[config.mk]
export PLATFORM = sky130hd
export DESIGN_NAME = udp_rx_parser_flat
export DESIGN_NICKNAME = d
export VERILOG_FILES = /design/src/rtl/udp_pkg.sv /design/src/rtl/udp_rx_parser_if.sv /design/src/rtl/ip_csum_acc.sv /design/src/rtl/udp_rx_parser.sv /design/src/flat_wrapper.sv
export SDC_FILE = /design/constraint.sdc
export NUM_CORES = 1
export LEC_CHECK = 0
export BUFFER_PORTS_ARGS = -buffer_cell sky130_fd_sc_hd__buf_2
export CAP_MARGIN = 20
export CORE_MARGIN = 4
export CORE_UTILIZATION = 45
export DETAILED_ROUTE_END_ITERATION = 12
export HOLD_SLACK_MARGIN = 0.03
export SYNTH_ARGS = -nofsm -noshare
export SYNTH_HDL_FRONTEND = slang
export SYNTH_SLANG_ARGS = --single-unit
[constraint.sdc]
create_clock -name clk -period 3.37 [get_ports clk]
set_input_delay 0.337 -clock clk [delete_from_list [all_inputs] [get_ports clk]]
set_output_delay 0.337 -clock clk [all_outputs]
set_load 0.05 [all_outputs]
[src/rtl/udp_pkg.sv]
// rtl/udp_pkg.sv - shared header sizes, protocol constants and parser state type
package udp_pkg;

    localparam int ETH_HDR_LEN = 14;
    localparam int IP_HDR_LEN  = 20;
    localparam int UDP_HDR_LEN = 8;

    localparam logic [15:0] ETYPE_IPV4   = 16'h0800;
    localparam logic [7:0]  IP_PROTO_UDP = 8'd17;
    localparam logic [7:0]  IP_VER_IHL5  = 8'h45;

    typedef enum logic [2:0] {
        IDLE,
        ETH,
        IP,
        UDP,
        PAYLOAD,
        DROP
    } udp_rx_state_e;

endpackage

[src/rtl/udp_rx_parser_if.sv]
// rtl/udp_rx_parser_if.sv - MAC byte stream in, UDP payload stream and status out
interface udp_rx_parser_if;

    logic        rx_valid;
    logic [7:0]  rx_data;
    logic        rx_last;
    logic        o_valid;
    logic [7:0]  o_data;
    logic        o_sof;
    logic        o_eof;
    logic [15:0] o_len;
    logic        drop;
    logic        error;

    modport master (
        output rx_valid, rx_data, rx_last,
        input  o_valid, o_data, o_sof, o_eof, o_len, drop, error
    );

    modport slave (
        input  rx_valid, rx_data, rx_last,
        output o_valid, o_data, o_sof, o_eof, o_len, drop, error
    );

endinterface

[src/rtl/ip_csum_acc.sv]
// rtl/ip_csum_acc.sv - ones-complement accumulator over byte pairs with end-around carry
module ip_csum_acc (
    input  logic        clk,
    input  logic        rst,
    input  logic        clr,
    input  logic        en,
    input  logic [7:0]  data,
    output logic [15:0] sum,
    output logic        ok
);

    logic [15:0] acc;
    logic [7:0]  hi;
    logic        phase;
    logic [16:0] raw;
    logic [15:0] folded;

    // folded already includes the word completed by the current low byte
    assign raw    = {1'b0, acc} + {1'b0, hi, data};
    assign folded = raw[15:0] + {15'd0, raw[16]};
    assign sum    = phase ? folded : acc;
    assign ok     = en && phase && (folded == 16'hFFFF);

    always_ff @(posedge clk) begin
        if (rst || clr) begin
            acc   <= 16'd0;
            hi    <= 8'd0;
            phase <= 1'b0;
        end else if (en) begin
            if (!phase) begin
                hi <= data;
            end else begin
                acc <= folded;
            end
            phase <= ~phase;
        end
    end

endmodule

[src/rtl/udp_rx_parser.sv]
// rtl/udp_rx_parser.sv - Ethernet/IPv4/UDP header parser and port filter emitting the UDP payload
// Optional: define UDP_RX_IPCSUM_EN to verify the IPv4 header checksum.
module udp_rx_parser
    import udp_pkg::*;
#(
    parameter logic [15:0] DEST_PORT   = 16'd8080,
    parameter bit          PORT_FILTER = 1'b1,
    parameter int          MAX_PAYLOAD = 1472
) (
    input logic            clk,
    input logic            rst,
    udp_rx_parser_if.slave bus
);

    localparam logic [4:0]  ETH_LAST = 5'(ETH_HDR_LEN - 1);
    localparam logic [4:0]  IP_LAST  = 5'(IP_HDR_LEN - 1);
    localparam logic [4:0]  UDP_LAST = 5'(UDP_HDR_LEN - 1);
    localparam logic [15:0] MAX_PL   = 16'(MAX_PAYLOAD);

    udp_rx_state_e state, state_n;
    logic [4:0]  idx, idx_n;
    logic [7:0]  etype_hi, etype_hi_n;
    logic        ip_bad, ip_bad_n;
    logic [15:0] dport, dport_n;
    logic [15:0] ulen, ulen_n;
    logic [15:0] rem, rem_n;
    logic        first, first_n;
    logic [15:0] pl_len;

    logic        valid_r, valid_n;
    logic [7:0]  data_r, data_n;
    logic        sof_r, sof_n;
    logic        eof_r, eof_n;
    logic [15:0] len_r, len_n;
    logic        drop_r, drop_n;
    logic        error_r, error_n;

    logic        csum_ok;

`ifdef UDP_RX_IPCSUM_EN
    logic [15:0] csum_sum;

    ip_csum_acc u_csum (
        .clk  (clk),
        .rst  (rst),
        .clr  (state != IP),
        .en   (bus.rx_valid && (state == IP)),
        .data (bus.rx_data),
        .sum  (csum_sum),
        .ok   (csum_ok)
    );
`else
    assign csum_ok = 1'b1;
`endif

    assign pl_len = ulen - 16'd8;

    always_ff @(posedge clk) begin
        if (rst) begin
            state    <= IDLE;
            idx      <= 5'd0;
            etype_hi <= 8'd0;
            ip_bad   <= 1'b0;
            dport    <= 16'd0;
            ulen     <= 16'd0;
            rem      <= 16'd0;
            first    <= 1'b0;
            valid_r  <= 1'b0;
            data_r   <= 8'd0;
            sof_r    <= 1'b0;
            eof_r    <= 1'b0;
            len_r    <= 16'd0;
            drop_r   <= 1'b0;
            error_r  <= 1'b0;
        end else begin
            state    <= state_n;
            idx      <= idx_n;
            etype_hi <= etype_hi_n;
            ip_bad   <= ip_bad_n;
            dport    <= dport_n;
            ulen     <= ulen_n;
            rem      <= rem_n;
            first    <= first_n;
            valid_r  <= valid_n;
            data_r   <= data_n;
            sof_r    <= sof_n;
            eof_r    <= eof_n;
            len_r    <= len_n;
            drop_r   <= drop_n;
            error_r  <= error_n;
        end
    end

    always_comb begin
        state_n    = state;
        idx_n      = idx;
        etype_hi_n = etype_hi;
        ip_bad_n   = ip_bad;
        dport_n    = dport;
        ulen_n     = ulen;
        rem_n      = rem;
        first_n    = first;
        valid_n    = 1'b0;
        data_n     = data_r;
        sof_n      = 1'b0;
        eof_n      = 1'b0;
        len_n      = len_r;
        drop_n     = 1'b0;
        error_n    = error_r;

        if (bus.rx_valid) begin
            case (state)
                IDLE: begin
                    idx_n    = 5'd1;
                    ip_bad_n = 1'b0;
                    if (bus.rx_last) begin
                        error_n = 1'b1;
                    end else begin
                        state_n = ETH;
                    end
                end
                ETH: begin
                    if (idx == ETH_LAST - 5'd1) begin
                        etype_hi_n = bus.rx_data;
                    end
                    if (bus.rx_last) begin
                        error_n = 1'b1;
                        state_n = IDLE;
                    end else if (idx == ETH_LAST) begin
                        idx_n = 5'd0;
                        if ({etype_hi, bus.rx_data} != ETYPE_IPV4) begin
                            drop_n  = 1'b1;
                            state_n = DROP;
                        end else begin
                            state_n = IP;
                        end
                    end else begin
                        idx_n = idx + 5'd1;
                    end
                end
                IP: begin
                    if ((idx == 5'd0 && bus.rx_data != IP_VER_IHL5) ||
                        (idx == 5'd9 && bus.rx_data != IP_PROTO_UDP)) begin
                        ip_bad_n = 1'b1;
                    end
                    if (bus.rx_last) begin
                        error_n = 1'b1;
                        state_n = IDLE;
                    end else if (idx == IP_LAST) begin
                        idx_n = 5'd0;
                        if (ip_bad_n || !csum_ok) begin
                            drop_n  = 1'b1;
                            state_n = DROP;
                        end else begin
                            state_n = UDP;
                        end
                    end else begin
                        idx_n = idx + 5'd1;
                    end
                end
                UDP: begin
                    case (idx)
                        5'd2:    dport_n[15:8] = bus.rx_data;
                        5'd3:    dport_n[7:0]  = bus.rx_data;
                        5'd4:    ulen_n[15:8]  = bus.rx_data;
                        5'd5:    ulen_n[7:0]   = bus.rx_data;
                        default: ;
                    endcase
                    if (bus.rx_last) begin
                        error_n = 1'b1;
                        state_n = IDLE;
                    end else if (idx == UDP_LAST) begin
                        idx_n = 5'd0;
                        if (ulen < 16'd9 || pl_len > MAX_PL ||
                            (PORT_FILTER && dport != DEST_PORT)) begin
                            drop_n  = 1'b1;
                            state_n = DROP;
                        end else begin
                            rem_n   = pl_len;
                            first_n = 1'b1;
                            state_n = PAYLOAD;
                        end
                    end else begin
                        idx_n = idx + 5'd1;
                    end
                end
                PAYLOAD: begin
                    valid_n = 1'b1;
                    data_n  = bus.rx_data;
                    sof_n   = first;
                    first_n = 1'b0;
                    rem_n   = rem - 16'd1;
                    // rem still holds the full payload length on the first byte
                    if (first) begin
                        len_n = rem;
                    end
                    if (rem == 16'd1) begin
                        eof_n   = 1'b1;
                        state_n = bus.rx_last ? IDLE : DROP;
                    end else if (bus.rx_last) begin
                        error_n = 1'b1;
                        state_n = IDLE;
                    end
                end
                DROP: begin
                    if (bus.rx_last) begin
                        state_n = IDLE;
                    end
                end
                default: state_n = IDLE;
            endcase
        end
    end

    assign bus.o_valid = valid_r;
    assign bus.o_data  = data_r;
    assign bus.o_sof   = sof_r;
    assign bus.o_eof   = eof_r;
    assign bus.o_len   = len_r;
    assign bus.drop    = drop_r;
    assign bus.error   = error_r;

endmodule

[src/flat_wrapper.sv]
// flat-port wrapper written by rule: the top's interface ports become plain ports
module udp_rx_parser_flat import udp_pkg::*;
#(
    parameter logic [15:0] DEST_PORT   = 16'd8080,
    parameter bit          PORT_FILTER = 1'b1,
    parameter int          MAX_PAYLOAD = 1472
)
  (clk, rst, bus_rx_valid, bus_rx_data, bus_rx_last, bus_o_valid, bus_o_data, bus_o_sof, bus_o_eof, bus_o_len, bus_drop, bus_error);
  udp_rx_parser_if bus_i ();
  input logic clk;
  input logic rst;
  input wire logic [$bits(bus_i.rx_valid)-1:0] bus_rx_valid;
  input wire logic [$bits(bus_i.rx_data)-1:0] bus_rx_data;
  input wire logic [$bits(bus_i.rx_last)-1:0] bus_rx_last;
  output wire logic [$bits(bus_i.o_valid)-1:0] bus_o_valid;
  output wire logic [$bits(bus_i.o_data)-1:0] bus_o_data;
  output wire logic [$bits(bus_i.o_sof)-1:0] bus_o_sof;
  output wire logic [$bits(bus_i.o_eof)-1:0] bus_o_eof;
  output wire logic [$bits(bus_i.o_len)-1:0] bus_o_len;
  output wire logic [$bits(bus_i.drop)-1:0] bus_drop;
  output wire logic [$bits(bus_i.error)-1:0] bus_error;
  assign bus_i.rx_valid = bus_rx_valid;
  assign bus_i.rx_data = bus_rx_data;
  assign bus_i.rx_last = bus_rx_last;
  assign bus_o_valid = bus_i.o_valid;
  assign bus_o_data = bus_i.o_data;
  assign bus_o_sof = bus_i.o_sof;
  assign bus_o_eof = bus_i.o_eof;
  assign bus_o_len = bus_i.o_len;
  assign bus_drop = bus_i.drop;
  assign bus_error = bus_i.error;
  udp_rx_parser #(.DEST_PORT(DEST_PORT), .PORT_FILTER(PORT_FILTER), .MAX_PAYLOAD(MAX_PAYLOAD)) u_core (.clk(clk), .rst(rst), .bus(bus_i));
endmodule
Word-level counts from Yosys, hierarchy flattened --
Index checks and enable logic that the tools add are counted.
Storage, ports and cells: flip-flop bits (word level) 95, output and inout bits 29, logic and storage cells 127
Operators by class: $add $sub $neg 3, order comparisons 2, equality and inequality tests 29, muxes and demuxes 48, bitwise gates (word level) 2, reductions and logical operators 26
Operator list (count):
- two-way mux 16 bit | 3
- two-way mux 3 bit | 12
- case mux 16 bit (2 select lines) | 1
- two-way mux 5 bit | 6
- AND reduction 3 bit | 7
- two-way mux 1 bit | 20
- case mux 5 bit (4 select lines) | 1
- case mux 3 bit (6 select lines) | 1
- equality test 16 x 1 -> 1 bit, second input constant | 1
- > comparator 16 x 11 -> 1 bit, second input constant | 1
- < comparator 16 x 4 -> 1 bit, second input constant | 1
- != test 16 x 12 -> 1 bit, second input constant | 1
- != test 16 x 13 -> 1 bit, second input constant | 1
- subtractor 16 x 1 -> 16 bit, second input constant | 1
- subtractor 16 x 4 -> 16 bit, second input constant | 1
- equality test 5 x 3 -> 1 bit, second input constant | 3
- equality test 5 x 4 -> 1 bit, second input constant | 3
- AND reduction 5 bit | 3
- != test 2 bit, second input constant | 6
- equality test 5 x 2 -> 1 bit, second input constant | 2
- != test 3 x 2 -> 1 bit, second input constant | 3
- != test 8 x 5 -> 1 bit, second input constant | 1
- != test 8 x 7 -> 1 bit, second input constant | 1
- equality test 3 x 2 -> 1 bit, second input constant | 2
- other kinds (18) | 28

Logic depth before layout (Yosys ltp) --
depth after elaboration 10, mapped depth 12, mapped depth without buffers 9

Worst setup path before layout --
No wires, ideal clock.
path type register to register, from register u_core.ulen[3], to register u_core.rem[11], library setup time 119 ps, arrival 2603 ps, data required time 3251 ps, slack 648 ps, stages on the path, launching flop included 13, cell sequence dfxtp_1 -> clkbuf_1 -> inv_1 -> ha_1 -> clkbuf_1 -> nor4b_1 -> nor2_1 -> or3_1 -> o211a_2 -> a21oi_4 -> buf_6 -> nor2_2 -> o221a_1
On the way: longest elaborated chain between the ends 6, elaborated cells on any way between the ends 11, classes of those cells add/sub (1); order compare (2); eq/ne (1); mux (4); reduce/logical (3)
Ends and longest elaborated chain:
- start: declaration | RTL line udp_rx_parser.sv:25 | logic [15:0] ulen, ulen_n;
- start signal: assignment | RTL line udp_rx_parser.sv:81 | ulen <= ulen_n;
- subtractor 16 x 4 -> 16 bit | RTL line udp_rx_parser.sv:56 | assign pl_len = ulen - 16'd8;
- > comparator 16 x 11 -> 1 bit | RTL line udp_rx_parser.sv:174 | if (ulen < 16'd9 || pl_len > MAX_PL ||
- logical OR 1 bit (2 in a row) | RTL line udp_rx_parser.sv:174
- != test 2 bit (no source line)
- AND reduction 5 bit (no source line)
- end signal: assignment | RTL line udp_rx_parser.sv:82 | rem <= rem_n;
- end: declaration | RTL line udp_rx_parser.sv:26 | logic [15:0] rem, rem_n;
Several ways; a longest one is shown, not always the timed one. The select of a mux whose other input is x is not followed. A chain may end at the register's enable or synchronous reset.

Worst setup path after layout --
from register u_core.ulen[3], to register u_core.rem[0]
On the way: longest elaborated chain between the ends 6, elaborated cells on any way between the ends 7, classes of those cells add/sub (1); order compare (2); eq/ne (1); reduce/logical (3)
Ends and longest elaborated chain (RTL line):
- subtractor 16 x 4 -> 16 bit | udp_rx_parser.sv:56
- > comparator 16 x 11 -> 1 bit | udp_rx_parser.sv:174
- logical OR 1 bit * (2 in a row) | udp_rx_parser.sv:174
- != test 2 bit (no source line) *
- AND reduction 5 bit (no source line) *
Mark *: on every way between the ends. The rest lies on a longest branch, timed or not.

==> impl_metrics.env <==
export IMPL_status="complete, no violations"
export IMPL_cts_resized=0
export IMPL_grt_pass1_vias=3930
export IMPL_path_class="flop to flop"
export IMPL_synth_edf_count=0
export IMPL_clockBufferDepth=2
export IMPL_worstMarginPinSlew_ns=0.8368
export IMPL_dpl_hpwl_mm=8.002
export IMPL_r2r_end="u_core.rem[0]"
export IMPL_endpoint_kind="flop"
export IMPL_critPathArrivalTime_ns=3.24
export IMPL_wl_per_cell_um=15.11
export IMPL_finalNetCount=636
export IMPL_yosysWarnings=0
export IMPL_cp_max_fo=33
export IMPL_reg2reg_slack_ns=0.41
export IMPL_synth_fp_nets=624
export IMPL_hp_class="input port to flop"
export IMPL_grt_pass1_wl_mm=19.55
export IMPL_routed_via_density=5.549
export IMPL_cts_made_buffers=9
export IMPL_drtPass1Iterations=5
export IMPL_finalSetupTns_ns=0
export IMPL_synth_seq_area_share=0.3952
export IMPL_chipWidth_um=111.4
export IMPL_diodes=0
export IMPL_post_cts_setup_buffers=0
export IMPL_grt_max_degree=74
export IMPL_gr_total_overflow=0
export IMPL_rows=37
export IMPL_cts_root_buf="clkbuf_8"
export IMPL_cts_tree="done"
export IMPL_rsz0062_at_grt="no"
export IMPL_gp_congestion=0.8540
export IMPL_min_delay_start="bus_rx_data[0]"
export IMPL_num_vias=4206
export IMPL_dieArea_um2=12410
export IMPL_cp_required_ns=3.65
export IMPL_ant_nets=0
export IMPL_die_h_um=111.4
export IMPL_async_flop_share=0
export IMPL_track_usage=0.1888
export IMPL_power_uw=2088
export IMPL_maxSlewViolCount=0
export IMPL_core_um2=10370
export IMPL_drt_iter0_markers=329
export IMPL_whs_path_depth=3
export IMPL_post_synth_cell_area_avg_um2=7.954
export IMPL_drcViolationCount=0
export IMPL_clkSinkCount=95
export IMPL_initial_core_util=0.4640
export IMPL_relSlewSlack=0.4401
export IMPL_synth_area_um2=4812
export IMPL_cp_start_kind="flop"
export IMPL_holdBufCountCts=0
export IMPL_ys_ff_latch=95
export IMPL_fin_skew_ns=0.01361
export IMPL_syn_inst=605
export IMPL_vdd_ir_drop_worst_mv=0.2572
export IMPL_powerDensity_nw_per_um2=395.7
export IMPL_worstSkewPairLatency_ns=0.38
export IMPL_final_cell_mix="95 x dfxtp_1, 91 x nor2_1, 75 x nand2_1, 62 x a21oi_1, 41 x mux2i_1"
export IMPL_hold_viol_final=0
export IMPL_io_buffers=40
export IMPL_wl_mm=11.45
export IMPL_ios=41
export IMPL_r2r_start="u_core.ulen[3]"
export IMPL_final_common_cell="dfxtp_1"
export IMPL_hold_path_end="u_core.bus.o_data[0]"
export IMPL_reg2regPathDepth=10
export IMPL_max_freq_ghz=0.3376
export IMPL_setup_viol=0
export IMPL_leakage_uw=0.002031
export IMPL_period_share=0.8789
export IMPL_max_cap_violations=0
export IMPL_finalCriticalPeriod_ns=2.962
export IMPL_drive_gt1_frac=0.1302
export IMPL_grt_antenna_before_repair=0
export IMPL_synth_main_ff_cell="dfxtp_1"
export IMPL_areaGrowthSynthToFinish_pct=9.672
export IMPL_ys_types=59
export IMPL_htree_levels=3
export IMPL_clk_pin_slew_ns=0.10
## per-layer routing
| layer | routed length (µm) | track usage | share of wire |
|---|---|---|---|
| met1 | 5558 | 0.2539 | 0.49 |
| met2 | 5192 | 0.3072 | 0.45 |
| met3 | 558 | 0.03750 | 0.049 |
| met4 | 144 | 0.05839 | 0.013 |
| met5 | 0 | 0 | 0 |
## Yosys cell counts, types with 2 or more instances
cell type   n  area, µm²
inv_1      13      48.80
nor2_1     91      341.6
and3_1      4      25.02
nor3_1     12      60.06
clkbuf_1   41      153.9
or4_1       6      45.04
or3_1       5      31.28
nand2_1    75      281.5
nand4b_1    2      17.52
nor4_1     14      87.58
nand2b_1    4      25.02
a21oi_1    62      310.3
nor3b_1     8      60.06
a211o_1     5      43.79
ha_1        7      87.58
nand3_1     7      35.03
xor2_1      6      52.55
buf_6       4      45.04
o41ai_1     2      17.52
nand4_1     7      43.79
o21ai_0     8      40.04
a31oi_1     7      43.79
o21bai_1    3      22.52
nor2b_1     8      50.05
nor4bb_1    3      30.03
xnor2_1     5      43.79
and2_1      2      12.51
o21ai_1    10      50.05
a21o_1      3      22.52
or2_2       9      56.30
nor4b_1     4      35.03
mux2i_1    41      410.4
a211oi_1    3      22.52
o211ai_1    3      22.52
dfxtp_1    95       1902
o32ai_1     3      26.28
## critical path: stages, from the launching register on
cell and delay (ns):
dfxtp_1 0.39, inv_1 0.08, ha_1 0.31, nor4b_1 0.57, nand2_1 0.14, xnor2_1 0.21
nor4b_2 0.37, a21oi_4 0.09, buf_4 0.25, a211o_1 0.29, and3_1 0.17
## state kept, by name, indices dropped and copies added, names as in the netlist
| register | count |
|---|---|
| u_core.first | 1 |
| u_core.ulen | 16 |
| u_core.etype_hi | 8 |
| u_core.bus.error | 1 |
| u_core.bus.o_sof | 1 |
| u_core.bus.o_data | 8 |
| u_core.rem | 16 |
| u_core.ip_bad | 1 |
| u_core.bus.o_valid | 1 |
| u_core.bus.drop | 1 |
| u_core.idx | 5 |
| u_core.bus.o_eof | 1 |
| u_core.bus.o_len | 16 |
| u_core.dport | 16 |
| u_core.state | 3 |
## how the worst max path moves through the flow
stage                               from        endpoint  slack [ns]  depth (start not counted)
after CTS                 u_core.ulen[3]   u_core.rem[0]        0.39                         10
final                     u_core.ulen[3]   u_core.rem[0]        0.41                         10
after global placement    u_core.ulen[3]   u_core.rem[0]        0.59                         10
after global routing      u_core.ulen[3]   u_core.rem[0]        0.16                         10
after detailed placement  u_core.ulen[3]   u_core.rem[0]        0.40                         10
after floorplan           u_core.ulen[3]  u_core.rem[11]        0.65                         12
## final cells by class
cell class	instances	area [µm²]
Clock buffer	10	137.6
Clock inverter	6	90.09
Fill cell	1054	5092
Inverter	13	48.80
Multi-Input combinational cell	449	2649
Sequential cell	95	1902
Tap cell	136	170.2
Timing Repair Buffer	49	280.3
## cell families after synthesis
family	share of synthesized area
compound gates	0.1604
xor+xnor	0.02002
fa+ha+maj	0.01820
buf+inv	0.05434
flops	0.3952
mux	0.08528
simple gates	0.2665
## power by group
group	internal, µW	switching, µW
registers	1130	6.76
clock network	442	410
logic	30.1	74.0
total	1600	491
## per-stage QoR
step | setup slack (ns) | hold slack [ns] | util | cell area (µm²) | std cells
finish | 0.4080 | 0.2999 | 0.5089 | 5278 | 758
CTS | 0.3898 | 0.2847 | 0.5089 | 5278 | 758
global route | 0.1595 | 0.2929 | 0.5089 | 5278 | 758
floorplan | 0.6480 | 0.4432 | - | 4812 | 605
global placement | 0.5852 | 0.4387 | 0.4870 | 5050 | 742
detailed placement | 0.4038 | 0.4446 | 0.4870 | 5050 | 742
No activity file was read; power rests on OpenSTA's default activity.
